`config.mk`:
```
export PLATFORM = sky130hd
export DESIGN_NAME = weight_writer
export DESIGN_NICKNAME = d
export VERILOG_FILES = /design/src/rtl/weight_writer.sv
export SDC_FILE = /design/constraint.sdc
export NUM_CORES = 1
export LEC_CHECK = 0
export BUFFER_PORTS_ARGS = -buffer_cell sky130_fd_sc_hd__buf_4
export CAP_MARGIN = 40
export CORE_ASPECT_RATIO = 0.6
export CORE_MARGIN = 5
export CORE_UTILIZATION = 30
export CTS_CLUSTER_DIAMETER = 100
export DETAILED_ROUTE_END_ITERATION = 16
export GPL_TIMING_DRIVEN = 0
export PLACE_DENSITY = 0.47
export SLEW_MARGIN = 40
export SYNTH_ARGS = -nofsm -noshare
export SYNTH_HDL_FRONTEND = slang
export SYNTH_SLANG_ARGS = --single-unit
```
`constraint.sdc`:
```
create_clock -name clk -period 42.4 [get_ports clk]
set_input_delay 2.12 -clock clk [delete_from_list [all_inputs] [get_ports clk]]
set_output_delay 2.12 -clock clk [all_outputs]
set_load 0.01 [all_outputs]
```
`src/rtl/weight_writer.sv`:
```
// Weight write-back streamer: snapshots 17 weight/bias words on start and writes them out in ROM order.
// Optional macro WEIGHT_WRITER_CHECKSUM_EN appends a modulo-2^DWIDTH checksum word at BASE+17.
module weight_writer #(
   parameter int DWIDTH = 32,
   parameter int AWIDTH = 8,
   parameter int BASE   = 0
) (
   input  logic              clk,
   input  logic              rst_n,
   input  logic              start,
   input  logic [DWIDTH-1:0] wa11,
   input  logic [DWIDTH-1:0] wa12,
   input  logic [DWIDTH-1:0] wa13,
   input  logic [DWIDTH-1:0] wb11,
   input  logic [DWIDTH-1:0] wb12,
   input  logic [DWIDTH-1:0] wb13,
   input  logic [DWIDTH-1:0] wa21,
   input  logic [DWIDTH-1:0] wa22,
   input  logic [DWIDTH-1:0] wb21,
   input  logic [DWIDTH-1:0] wb22,
   input  logic [DWIDTH-1:0] wc21,
   input  logic [DWIDTH-1:0] wc22,
   input  logic [DWIDTH-1:0] bias11,
   input  logic [DWIDTH-1:0] bias12,
   input  logic [DWIDTH-1:0] bias13,
   input  logic [DWIDTH-1:0] bias21,
   input  logic [DWIDTH-1:0] bias22,
   input  logic              mem_ready,
   output logic              mem_we,
   output logic [AWIDTH-1:0] mem_addr,
   output logic [DWIDTH-1:0] mem_data,
   output logic              busy,
   output logic              done
);

`ifdef WEIGHT_WRITER_CHECKSUM_EN
   localparam int NWORDS = 18;
`else
   localparam int NWORDS = 17;
`endif
   localparam logic [4:0] LAST = 5'(NWORDS - 1);

   typedef enum logic [1:0] {IDLE, WRITE, DONE} state_t;

   state_t            state_q, state_d;
   logic [4:0]        idx_q, idx_d;
   logic [4:0]        idx_nxt;
   logic              mem_we_q, mem_we_d;
   logic [AWIDTH-1:0] mem_addr_q, mem_addr_d;
   logic [DWIDTH-1:0] mem_data_q, mem_data_d;
   logic              busy_q, busy_d;
   logic              done_q, done_d;

   logic [DWIDTH-1:0] in_w     [17];
   logic [DWIDTH-1:0] snap_w   [NWORDS];
   logic [DWIDTH-1:0] shadow_q [NWORDS];

   function automatic logic [AWIDTH-1:0] addr_of(input logic [4:0] i);
      return AWIDTH'(BASE + int'(i));
   endfunction

   assign in_w[0]  = wa11;   assign in_w[1]  = wa12;   assign in_w[2]  = wa13;
   assign in_w[3]  = wb11;   assign in_w[4]  = wb12;   assign in_w[5]  = wb13;
   assign in_w[6]  = wa21;   assign in_w[7]  = wa22;   assign in_w[8]  = wb21;
   assign in_w[9]  = wb22;   assign in_w[10] = wc21;   assign in_w[11] = wc22;
   assign in_w[12] = bias11; assign in_w[13] = bias12; assign in_w[14] = bias13;
   assign in_w[15] = bias21; assign in_w[16] = bias22;

   always_comb begin
`ifdef WEIGHT_WRITER_CHECKSUM_EN
      logic [DWIDTH-1:0] acc;
      acc = '0;
      for (int i = 0; i < 17; i++) acc = acc + in_w[i];
      snap_w[17] = acc;
`endif
      for (int i = 0; i < 17; i++) snap_w[i] = in_w[i];
   end

   // Shadow registers are pure data: loaded only on an accepted start, no reset needed.
   always_ff @(posedge clk) begin
      if (state_q == IDLE && start) begin
         for (int i = 0; i < NWORDS; i++) shadow_q[i] <= snap_w[i];
      end
   end

   assign idx_nxt = idx_q + 5'd1;

   always_comb begin
      state_d    = state_q;
      idx_d      = idx_q;
      mem_we_d   = mem_we_q;
      mem_addr_d = mem_addr_q;
      mem_data_d = mem_data_q;
      busy_d     = busy_q;
      done_d     = 1'b0;
      case (state_q)
         IDLE: begin
            // First word comes straight from the inputs since the shadow loads on this same edge.
            if (start) begin
               state_d    = WRITE;
               idx_d      = 5'd0;
               mem_we_d   = 1'b1;
               mem_addr_d = addr_of(5'd0);
               mem_data_d = snap_w[0];
               busy_d     = 1'b1;
            end
         end
         WRITE: begin
            if (mem_ready) begin
               if (idx_q == LAST) begin
                  state_d  = DONE;
                  mem_we_d = 1'b0;
                  done_d   = 1'b1;
               end else begin
                  idx_d      = idx_nxt;
                  mem_addr_d = addr_of(idx_nxt);
                  mem_data_d = shadow_q[idx_nxt];
               end
            end
         end
         DONE: begin
            state_d = IDLE;
            busy_d  = 1'b0;
         end
         default: begin
            state_d  = IDLE;
            mem_we_d = 1'b0;
            busy_d   = 1'b0;
         end
      endcase
   end

   always_ff @(posedge clk or negedge rst_n) begin
      if (!rst_n) begin
         state_q    <= IDLE;
         idx_q      <= 5'd0;
         mem_we_q   <= 1'b0;
         mem_addr_q <= '0;
         mem_data_q <= '0;
         busy_q     <= 1'b0;
         done_q     <= 1'b0;
      end else begin
         state_q    <= state_d;
         idx_q      <= idx_d;
         mem_we_q   <= mem_we_d;
         mem_addr_q <= mem_addr_d;
         mem_data_q <= mem_data_d;
         busy_q     <= busy_d;
         done_q     <= done_d;
      end
   end

   assign mem_we   = mem_we_q;
   assign mem_addr = mem_addr_q;
   assign mem_data = mem_data_q;
   assign busy     = busy_q;
   assign done     = done_q;

endmodule

```
Word-level counts from Yosys, hierarchy flattened
Memories as Yosys holds them, arrays and structs flattened.
Index checks and enable logic that the tools add are counted.
- memories: 1
- input port bits: 548
- bits in writable memories: 544
- bits in registers: 50
- logic and storage cells: 51
- reductions and logical operators: 7
- $add $sub $neg: 1
- bitwise logic cells: 2
- muxes and demuxes: 26
- eq/ne operators: 7
- memories (memory ; words ; bits a word ; rd ports ; clocked after memory_dff ; wr ports ; line ; RTL):
    shadow_q ; 17 ; 32 ; 1 ; 0 ; 17 ; 56 ; logic [DWIDTH-1:0] shadow_q [NWORDS];
- operators with widths (kind ; number):
    two-way mux 32 bit ; 3
    one-hot mux 32 bit (2 select lines) ; 1
    two-way mux 8 bit ; 3
    one-hot mux 8 bit (2 select lines) ; 1
    two-way mux 5 bit ; 3
    one-hot mux 5 bit (2 select lines) ; 1
    two-way mux 1 bit ; 8
    inequality test 2 bit (second input constant) ; 4
    AND reduction 4 bit ; 2
    two-way mux 2 bit ; 3
    adder 5 x 1 -> 5 bit (second input constant) ; 1
    equality test 5 bit (second input constant) ; 1
    one-hot mux 2 bit (2 select lines) ; 1
    one-hot mux 1 bit (3 select lines) ; 1
    AND reduction 3 bit ; 1
    equality test 2 x 1 -> 1 bit (second input constant) ; 1
    equality test 2 bit (second input constant) ; 1
    zero test 2 bit ; 1
    NOT 1 bit ; 2
    one-hot mux 1 bit (2 select lines) ; 1
    AND reduction 2 bit ; 1
    nonzero test 2 bit ; 1
    logical AND 1 bit ; 1

Logic depth before layout (Yosys ltp)
An unclocked memory read counts as a cell.
- word-level depth: 5
- depth in mapped cells: 11

Worst setup path after synthesis
Ideal clock, no wire load.
- kind: input -> register
- from: input start
- to: memory shadow_q[0][0], enable pin
- buffers on the path: 2
- stages on the path: 4
- data arrival time: 26.518 ns
- setup slack: 14.358 ns
- setup time: 1.524 ns
- cells stage by stage: nor2b_1 clkbuf_1 clkbuf_1 nor2b_1
- RTL lines (element ; line ; RTL):
    from (decl) ; 10 ; input logic start,
    to (decl) ; 56 ;

==> results.cfg <==
[sta]
setup_viol = 0
rsz0062_at_grt = false
drv_slew = 0
worstMarginPinSlew_ns = 0.928
fin_skew_ns = 0.0166
slew_headroom_pct = 38.1
period_minus_slack_ns = 5.16
finalSetupTns_ns = 0
hold_viol = 0
max_freq_ghz = 0.194
period_share_pct = 12.2

[pwr]
leakage_nw = 11.3
powerDensity_nw_per_um2 = 65.9
power_switching_uw = 693
pwr-share-comb_pct = 36.9
switching_share_pct = 33.5
p_total_mw = 2.07
p_seq_share_pct = 37.2
power_frac_clock_pct = 25.8
internal-power_mw = 1.37
vdd_drop_max_mv = 0.0352

[global_route]
overflow = 0
grt.total_usage_pct = 19.1
antenna_found_initial = 10
grt_max_degree = 43
grt_first_pass_wirelength_um = 112000
grt_pass1_vias = 15200

[clocking]
cts_sinks = 586
cts_tree = built
cts_buffers = 57
hold_buffers = 0
cts_setup_buffers = 0
clockRootBuffer = clkbuf_16
cts_resized = 0
clkTransAtPathRegs_ns = 0.06
cts_max_level = 2
clk_latency_ns = 0.62
max-clock-path-buffers = 3

[cells_and_area]
final_nets = 2408
area_growth_pct = 36.6
stdcell_count = 2909
drive_above_1_share_pct = 46.5

[logic_synthesis]
syn-instance-count = 1176
synth_edf_count = 544
synthAdderAreaFrac_pct = 0.109
synth_mux_area_share_pct = 12.7
synth_area_um2 = 23000
synth_top_family_by_area = multiplexers
synth-xor-area-share_pct = 0.114
synth-main-ff-cell = edfxtp_1
synthArstFlopShare_pct = 7.17
synth-seq-area-share_pct = 75.7
synthSimpleGateAreaFrac_pct = 4.37
yosys_warnings = 0
synth_cell_types = 44
synth_compound_area_share_pct = 5.19
ys_ff_latch = 586
syn_avg_cell_area_um2 = 19.5

[flow_run]
drv_cap = 0

[critical_path]
crit_path_start_kind = input pin
crit_type = input pin to flop
crit_fanout = 19
crit_arrival_ns = 5.48
required_ns = 42.72
end_kind = flop

[die]
start_util_pct = 30.3
fp.coreArea_um2 = 75700
ios = 591
fp.dieH_um = 224
dieArea_um2 = 82300
rows = 78
die_x_um = 367

[routing]
drtPass1Iterations = 5
vias = 14300
first_iter_violations = 1218
vias_per_cell = 4.91
drcViolationCount = 0
wl_per_cell_um = 27.8
wl_um = 80900
antenna_left = 0

[place]
dp_hpwl_um = 61400
gp_congestion = 0.758
dpl.cell_count = 2799
numPortBuffers = 587

[hold_path]
hold_path_class = flop to flop

[outcome]
status = finished clean
-- state kept, by name (all words and copies together), names as in the netlist --
signal / flops
done: 1
mem_data: 32
shadow_q: 544
state_q: 2
busy: 1
mem_addr: 5
mem_we: 1
-- layer usage --
layer	part of all wire, %	track usage [%]	wire, um
met4	1.7	3.86	1420
met2	46	29.8	37100
met1	45	27.0	36000
met3	7.8	5.61	6320
met5	0.11	0	88
-- layout make-up --
class | instances | area (um2)
Timing Repair Buffer | 621 | 5170
Buffer | 80 | 414
Inverter | 4 | 15.0
Multi-Input combinational cell | 508 | 5170
Sequential cell | 586 | 17400
Clock buffer | 69 | 1510
Tap cell | 1000 | 1250
Fill cell | 6903 | 44400
Clock inverter | 37 | 417
Antenna cell | 4 | 10.0
-- layout by cell type, fill, tap and decap left out, types with 9 or more instances in the layout --
cell	netlist	layout
clkbuf_2	3	11
nor2b_1	37	36
clkinv_1	0	11
buf_8	0	14
clkbuf_1	42	44
o21ai_0	66	66
clkinv_2	0	9
a21oi_1	36	36
mux4_2	128	128
and4_1	31	31
buf_4	13	599
clkbuf_16	0	59
nand2_1	99	99
dfrtp_1	42	42
buf_2	11	17
o221ai_1	62	62
edfxtp_1	544	544
buf_16	0	20
-- synthesized netlist by cell type, types with 9 or more instances --
cell / instances / area (um2)
edfxtp_1: 544 / 16300
mux4_2: 128 / 2880
nand2_1: 99 / 372
o21ai_0: 66 / 330
o221ai_1: 62 / 543
clkbuf_1: 42 / 158
dfrtp_1: 42 / 1050
nor2b_1: 37 / 231
a21oi_1: 36 / 180
and4_1: 31 / 272
buf_4: 13 / 97.6
buf_2: 11 / 55.1
nor2_1: 9 / 33.8
-- kinds of logic (layout without fill, tap and decap cells) --
family / count (synthesis) / in the layout
xor+xnor: 3 / 3
fa+ha+maj: 2 / 2
buf+inv: 84 / 811
mux: 130 / 130
flops: 586 / 586
simple gates: 189 / 189
other cells: 1 / 7
compound gates: 181 / 181
-- through the flow --
| step | utilization (%) | cell area, um2 | setup slack, ns | hold WS [ns] |
|---|---|---|---|---|
| floorplan | - | 23000 | 14.36 | 0.490 |
| global placement | 37.8 | 28600 | 3.62 | 0.491 |
| detailed placement | 38.8 | 29400 | 36.57 | 0.498 |
| CTS | 41.4 | 31300 | 37.26 | 0.513 |
| global route | 41.4 | 31400 | 37.13 | 0.544 |
| finish | 41.4 | 31400 | 37.24 | 0.516 |
-- power groups by stage --
| stage | combinational, mW | sequential (mW) | clock [mW] |
|---|---|---|---|
| floorplan | 0.417 | 0.823 | 0 |
| CTS | 0.780 | 0.770 | 0.550 |
| detailed placement | 0.777 | 0.781 | 0 |
| global placement | 0.756 | 0.843 | 0 |
| global route | 0.817 | 0.778 | 0.575 |
| finish | 0.763 | 0.769 | 0.533 |
-- final timing paths --
check	from	to	depth (start not counted)	slack [ns]
min in group asynchronous	rst_n	mem_data[22]	1	1.48
min reg2reg	mem_data[22]	mem_data[22]	2	0.52
max reg2reg	state_q[1]	shadow_q[5][25]	14	38.47
max	start	shadow_q[5][25]	15	37.24
max in group asynchronous	rst_n	mem_data[4]	1	40.52
min	mem_data[22]	mem_data[22]	2	0.52
-- worst max-delay path, stage by stage --
cell      delay [ns]
buf_4           0.16
nor2b_1         0.14
clkbuf_1        0.35
clkbuf_1        0.53
nor2b_4         0.30
buf_16          0.19
buf_16          0.18
buf_8           0.21
buf_16          0.19
buf_16          0.18
buf_16          0.17
buf_16          0.16
buf_8           0.17
buf_8           0.21
buf_16          0.18
Power figures use the tool's default switching activity.
